### src/rtl/fifo_empty_rd.sv
// Read-side pointer/status controller for a 16-entry async FIFO.
// Syncs the Gray write pointer and tracks the read pointer and fill status.
module fifo_empty_rd #(
  parameter int ADDR_W    = 4,
  parameter int AEMPTY_TH = 2
) (
  input  logic              rd_clk,
  input  logic              rd_rst,
  input  logic              rd_en,
  input  logic [ADDR_W:0]   wr_ptr_addr_grey,
  output logic [ADDR_W-1:0] rd_addr_bin,
  output logic [ADDR_W:0]   rd_addr_grey,
  output logic              empty,
  output logic              almost_empty,
  output logic [ADDR_W:0]   rd_level,
  output logic              underflow
);

  localparam logic [ADDR_W:0] LP_AE_TH = (ADDR_W+1)'(AEMPTY_TH);

  logic [ADDR_W:0] r_wr_sync1;
  logic [ADDR_W:0] r_wr_sync2;
  logic [ADDR_W:0] r_rd_bin;
  logic [ADDR_W:0] r_rd_grey;
  logic [ADDR_W:0] r_level;
  logic            r_empty;
  logic            r_aempty;
  logic            r_underflow;

  logic [ADDR_W:0] w_wr_bin_sync;
  logic [ADDR_W:0] w_rd_bin_next;
  logic [ADDR_W:0] w_rd_grey_next;
  logic [ADDR_W:0] w_level_next;
  logic            w_rd_acc;
  logic            w_empty_next;

  always_comb begin
    w_wr_bin_sync = '0;
    for (int i = 0; i <= ADDR_W; i++) begin
      w_wr_bin_sync[i] = ^(r_wr_sync2 >> i);
    end
  end

  // Gating on the registered flag keeps reads from ever passing the writer.
  assign w_rd_acc       = rd_en & ~r_empty;
  assign w_rd_bin_next  = r_rd_bin + {{ADDR_W{1'b0}}, w_rd_acc};
  assign w_rd_grey_next = (w_rd_bin_next >> 1) ^ w_rd_bin_next;
  assign w_empty_next   = (w_rd_grey_next == r_wr_sync2);
  assign w_level_next   = w_wr_bin_sync - w_rd_bin_next;

  always_ff @(posedge rd_clk) begin
    if (!rd_rst) begin
      r_wr_sync1  <= '0;
      r_wr_sync2  <= '0;
      r_rd_bin    <= '0;
      r_rd_grey   <= '0;
      r_level     <= '0;
      r_empty     <= 1'b1;
      r_aempty    <= 1'b1;
      r_underflow <= 1'b0;
    end else begin
      r_wr_sync1  <= wr_ptr_addr_grey;
      r_wr_sync2  <= r_wr_sync1;
      r_rd_bin    <= w_rd_bin_next;
      r_rd_grey   <= w_rd_grey_next;
      r_level     <= w_level_next;
      r_empty     <= w_empty_next;
      r_aempty    <= (w_level_next <= LP_AE_TH);
      r_underflow <= r_underflow | (rd_en & r_empty);
    end
  end

  assign rd_addr_bin  = r_rd_bin[ADDR_W-1:0];
  assign rd_addr_grey = r_rd_grey;
  assign empty        = r_empty;
  assign almost_empty = r_aempty;
  assign rd_level     = r_level;
  assign underflow    = r_underflow;

endmodule

### config.mk
export PLATFORM = sky130hd
export DESIGN_NAME = fifo_empty_rd
export DESIGN_NICKNAME = d
export VERILOG_FILES = /design/src/rtl/fifo_empty_rd.sv
export SDC_FILE = /design/constraint.sdc
export NUM_CORES = 1
export LEC_CHECK = 0
export CELL_PAD_IN_SITES_DETAIL_PLACEMENT = 0
export CELL_PAD_IN_SITES_GLOBAL_PLACEMENT = 2
export CORE_MARGIN = 4
export CORE_UTILIZATION = 36
export CTS_BUF_LIST = sky130_fd_sc_hd__clkbuf_8
export CTS_CLUSTER_SIZE = 12
export DETAILED_ROUTE_END_ITERATION = 10
export PLACE_DENSITY_LB_ADDON = 0.1
export SYNTH_ARGS = -nofsm -noshare
export SYNTH_HDL_FRONTEND = slang
export SYNTH_SLANG_ARGS = --single-unit
export TNS_END_PERCENT = 100
### constraint.sdc
create_clock -name rd_clk -period 6.3 [get_ports rd_clk]
set_input_delay 1.575 -clock rd_clk [delete_from_list [all_inputs] [get_ports rd_clk]]
set_output_delay 1.575 -clock rd_clk [all_outputs]
set_load 0.01 [all_outputs]
* After elaboration in Yosys (flattened, before gate mapping)
Index checks and enable logic that the tools add are counted.
Widths: inputs -> output; s select.
** Word-level totals
- Register bits after elaboration :: 28
- Latch bits :: 0
- Memory bits (writable) :: 0
- Memory bits (read-only) :: 0
- Input port bits :: 8
- Output and inout bits :: 17
- Word-level logic and storage cells :: 22
- Memories kept :: 0
** Cells by class
- Add/sub/neg operators :: 2
- $mul :: 0
- Divide/modulo/power cells :: 0
- Order comparisons :: 1
- Equality and inequality tests :: 1
- Shift-type cells :: 0
- Muxes and demuxes :: 0
- Bitwise gates (word level) :: 5
- Reductions and logical operators :: 5
** Operators by type and width (count)
- $reduce_xor 5->1 :: 5
- $add 5x1->5 :: 1
- $eq 5x5->1 :: 1
- $le 5x2->1 const B :: 1
- $sub 5x5->5 :: 1
- $xor 4x5->5 :: 1
- $and 1x1->1 :: 2
- $not 1->1 :: 1
- $or 1x1->1 :: 1

* Longest topological paths before layout
- Word-level depth :: 5
- Gate-level depth with buffers :: 11
- Mapped depth without buffers :: 10

* Worst setup path before layout
Ideal clock, no wire load.
- Kind :: input to register
- Start point :: input rd_en
- End point :: register r_aempty, in the netlist almost_empty
- Setup time :: 0.100 ns
- Data arrival time :: 3.904 ns
- Path slack :: 2.297 ns
- Cell stages on the path :: 10
- Path buffers :: 0
- Cells stage by stage :: nor2b_1 > ha_1 > ha_1 > xnor2_1 > ha_1 > nor2_1 > a221o_1 > o221a_1 > a31o_1 > a2111oi_4
** Between the ends
- Longest elaborated chain between the ends :: 4
** RTL lines
- from (decl) :: RTL line 9 : input logic rd_en,
- $and 1x1->1 :: RTL line 45 : assign w_rd_acc = rd_en & ~r_empty;
- $add 5x1->5 :: RTL line 46 : assign w_rd_bin_next = r_rd_bin + {{ADDR_W{1'b0}}, w_rd_acc};
- $sub 5x5->5 :: RTL line 49 : assign w_level_next = w_wr_bin_sync - w_rd_bin_next;
- $le 5x2->1 :: RTL line 68 : r_aempty <= (w_level_next <= LP_AE_TH);
- to (signal assigned) :: RTL line 68
- to (decl) :: RTL line 27 : logic r_aempty;
No other way between the ends.
A chain may end at the register's enable or synchronous reset.

* Worst setup path after layout
Ends and elaborated chain as after synthesis.

==> reports/qor.log <==
INFO  run_status     result_of_the_run=finished clean
INFO  routing        post_drt_via_cell_ratio=4.62
INFO  grt            wire_length_of_the_first_global_routing_pass=4130µm
INFO  grt            grt_use_total=12.1%
INFO  floorplanning  die-height=67.7µm
INFO  routing        first_drt_iteration_drcs=16
INFO  grt            antenna_found_initial=0
INFO  grt            grt-ovfl-total=0
INFO  timing         maxSlewViolCount=0
INFO  floorplanning  initial_core_utilization=37.9%
INFO  timing         setup_viol_count_final=0
INFO  critical_path  timing.critical_path.to_type=flip-flop
INFO  grt            groute.layer.met2.usage=20.2%
INFO  pwr            share_comb_of_total_power=27.0%
INFO  pwr            intPower=0.000289W
INFO  clock_network  cts_setup_buffers=0
INFO  critical_path  crit_path_start_kind=input pin
INFO  finish         utilization=47.5%
INFO  clock_network  cts_root_buffer=clkbuf_8
INFO  pwr            net-switching-power=0.000105W
INFO  grt            most_used_routing_layer_in_global_routing=met2
INFO  grt            via_count_of_the_first_global_routing_pass=962
INFO  logic_synthesis synth_sequential_area_ratio=42.1%
INFO  pwr            pwr-share-seq=48.7%
INFO  floorplanning  rows=21
INFO  critical_path  critical_path_class=in2reg
INFO  run            cap_violations=0
INFO  placement      place.gp.congestion=0.727
INFO  timing         rsz0062_at_grt=no
INFO  critical_path  timing.reg2reg.worst_path_depth=10
INFO  critical_path  worstPathArrival=4.60ns
INFO  grt            met1_usage=14.4%
INFO  finish         area_growth=25.4%
INFO  timing         clock_tree_skew_after_final_layout=0.00208ns
INFO  pwr            sw_share=26.6%
INFO  pwr            clockPowerShare=24.4%
INFO  min_path       min_path_cells=1
INFO  logic_synthesis netlist_instances=126
INFO  grt            grt_start_max_net_pins=28
INFO  timing         finalCritPeriodShare=70.1%
INFO  clock_network  clkLatencyLatePin=0.27ns
INFO  floorplanning  ios=25
INFO  logic_synthesis ys.warnings.count=0
INFO  routing        wl_per_cell=11.7µm
INFO  routing        vias=906
INFO  logic_synthesis yosys_most_used_dff=dfxtp_1
INFO  floorplanning  die_w=67.7µm
INFO  logic_synthesis synth.top_cell.area_share=42.1%
INFO  pwr            irDropWorstVdd=0.0856mV
INFO  logic_synthesis mapped_cell_area=1280µm²
INFO  clock_network  clk_pin_slew=0.09ns
INFO  critical_path  critPathMaxFanout=6
INFO  timing         fin_worst_hold_slack=0.437ns
INFO  finish         fillers=326
INFO  timing         finalHoldViolations=0
INFO  routing        wirelength=2300µm
INFO  finish         final-instance-count-excl-fill=196
INFO  clock_network  cts_sinks=27
INFO  finish         num_antenna_cells=0
INFO  placement      placedCellCount=192
INFO  clock_network  cts_inserted_buffers=3
INFO  critical_path  cp_data_required_time=6.48ns
INFO  grt            grt_use_met3=2.66%
INFO  pwr            leakage=0.606nW
INFO  floorplanning  coreArea=3390µm²
INFO  clock_network  cts_max_level=1
INFO  clock_network  postCtsResizedCells=0
INFO  pwr            cellPowerDensity=245nW/µm²
INFO  routing        drtAntennaViolNets=0
INFO  routing        initial_drt_pass_iterations=4
INFO  logic_synthesis post_synth_edffs=0
INFO  clock_network  cts_buffer_depth=2
INFO  finish         most-common-layout-cells=dfxtp_1, clkdlybuf4s50_1, and2_1, xnor2_1, inv_1
INFO  logic_synthesis mapped_nets=139
INFO  finish         commonest_non_fill_non_tap_cell_in_the_layout=dfxtp_1
INFO  logic_synthesis synthDistinctLibCells=33
INFO  timing         setup_total_negative_slack=0ns
INFO  placement      post-dp-hpwl=1690µm
INFO  logic_synthesis post-synth-top-area-cell=dfxtp_1
INFO  placement      buffer_ports.inserted=24
INFO  min_path       hold_class=reg2reg
INFO  timing         layout_setup_ws=1.88ns
INFO  routing        detail_route.drc_violations=0
INFO  placement      setup_slack_after_placement=1.59ns
INFO  timing         tightest_slew=0.757ns
INFO  logic_synthesis syn_area_per_cell=10.2µm²
INFO  logic_synthesis ys_seq_elements=27
INFO  timing         clock.fmax=226MHz
INFO  timing         period_needed=4.42ns
INFO  logic_synthesis async_reset_ff_share=0%
INFO  timing         max-slew-margin-rel=49.3%
INFO  clock_network  cts_tree=built
INFO  finish         drive_gt1_share=6.67%
INFO  finish         post_layout_nets=164
INFO  logic_synthesis yosys-top-cells-area=dfxtp_1, xnor2_1, and2_1
INFO  clock_network  post_cts_hold_buffer_count=0
INFO  floorplanning  full_die_area=4590µm²
## metrics by stage
stage | power, W | instance area, µm²
5_1_grt | 0.000419 | 1610
6_report | 0.000394 | 1610
2_1_floorplan | 0.000265 | 1280
3_3_place_gp | 0.000304 | 1570
3_5_place_dp | 0.000304 | 1570
4_1_cts | 0.000401 | 1610
## power by group through the flow
stage / registers (W) / logic, W / clock network [W]
2_1_floorplan: 0.000202 / 0.0000634 / 0
3_3_place_gp: 0.000196 / 0.000108 / 0
3_5_place_dp: 0.000196 / 0.000108 / 0
4_1_cts: 0.000192 / 0.000108 / 0.000100
5_1_grt: 0.000194 / 0.000119 / 0.000106
6_report: 0.000192 / 0.000106 / 0.0000960
## layout make-up
type	instances	area (µm²)	area share, %
inverter	5	18.8	1.17
clock inverter	1	3.75	0.233
tap	46	57.6	3.57
multi-input combinational	90	708	44.0
sequential	27	541	33.6
timing repair buffer	24	240	14.9
clock buffer	3	41.3	2.56
## path summary, 6_finish.rpt
path	startpoint	endpoint	slack (ns)
worst max register to register	empty$_SDFF_PN1_	almost_empty$_SDFF_PN1_	3.31
worst max-delay path	rd_en	almost_empty$_SDFF_PN1_	1.88
worst min register to register	r_wr_sync1[1]$_SDFF_PN0_	r_wr_sync2[1]$_SDFF_PN0_	0.44
worst min-delay path	r_wr_sync1[1]$_SDFF_PN0_	r_wr_sync2[1]$_SDFF_PN0_	0.44
## cells by family after synthesis
family / Yosys count / synth area share, %
simple gates: 40 / 17.5
flops: 27 / 42.1
xor+xnor: 22 / 17.3
compound gates: 21 / 13.8
buf+inv: 9 / 2.73
fa+ha+maj: 5 / 4.87
mux: 2 / 1.66
## Yosys cell counts, types with 3 or more instances
cell type	instances
a211oi_1	3
a21oi_1	3
and2_1	20
clkbuf_1	3
dfxtp_1	27
ha_1	5
inv_1	5
nand2_1	4
nor2_1	5
nor2b_1	4
nor3_1	3
o21ai_0	3
xnor2_1	15
xor2_1	4
## layer usage
metal,share of wire (%),up-vias
li1,-,469
met3,5.3,4
met2,45,21
met5,0,-
met1,48,412
met4,1.7,0
## registers in the layout (all words and copies together), names as in the netlist
register      cells
rd_level          5
r_wr_sync1        5
empty             1
underflow         1
rd_addr_grey      4
r_wr_sync2        5
r_rd_bin          5
almost_empty      1
## worst max-delay path, stage by stage
cell and delay (ns):
clkdlybuf4s50_1 0.42, nor2b_1 0.14, ha_1 0.22, ha_1 0.23
xnor2_1 0.49, ha_1 0.35, nor2_1 0.07, a221o_1 0.33
o221a_1 0.24, a31o_1 0.22, a2111oi_4 0.31
Note: power is estimated with default switching activity, not from simulation.
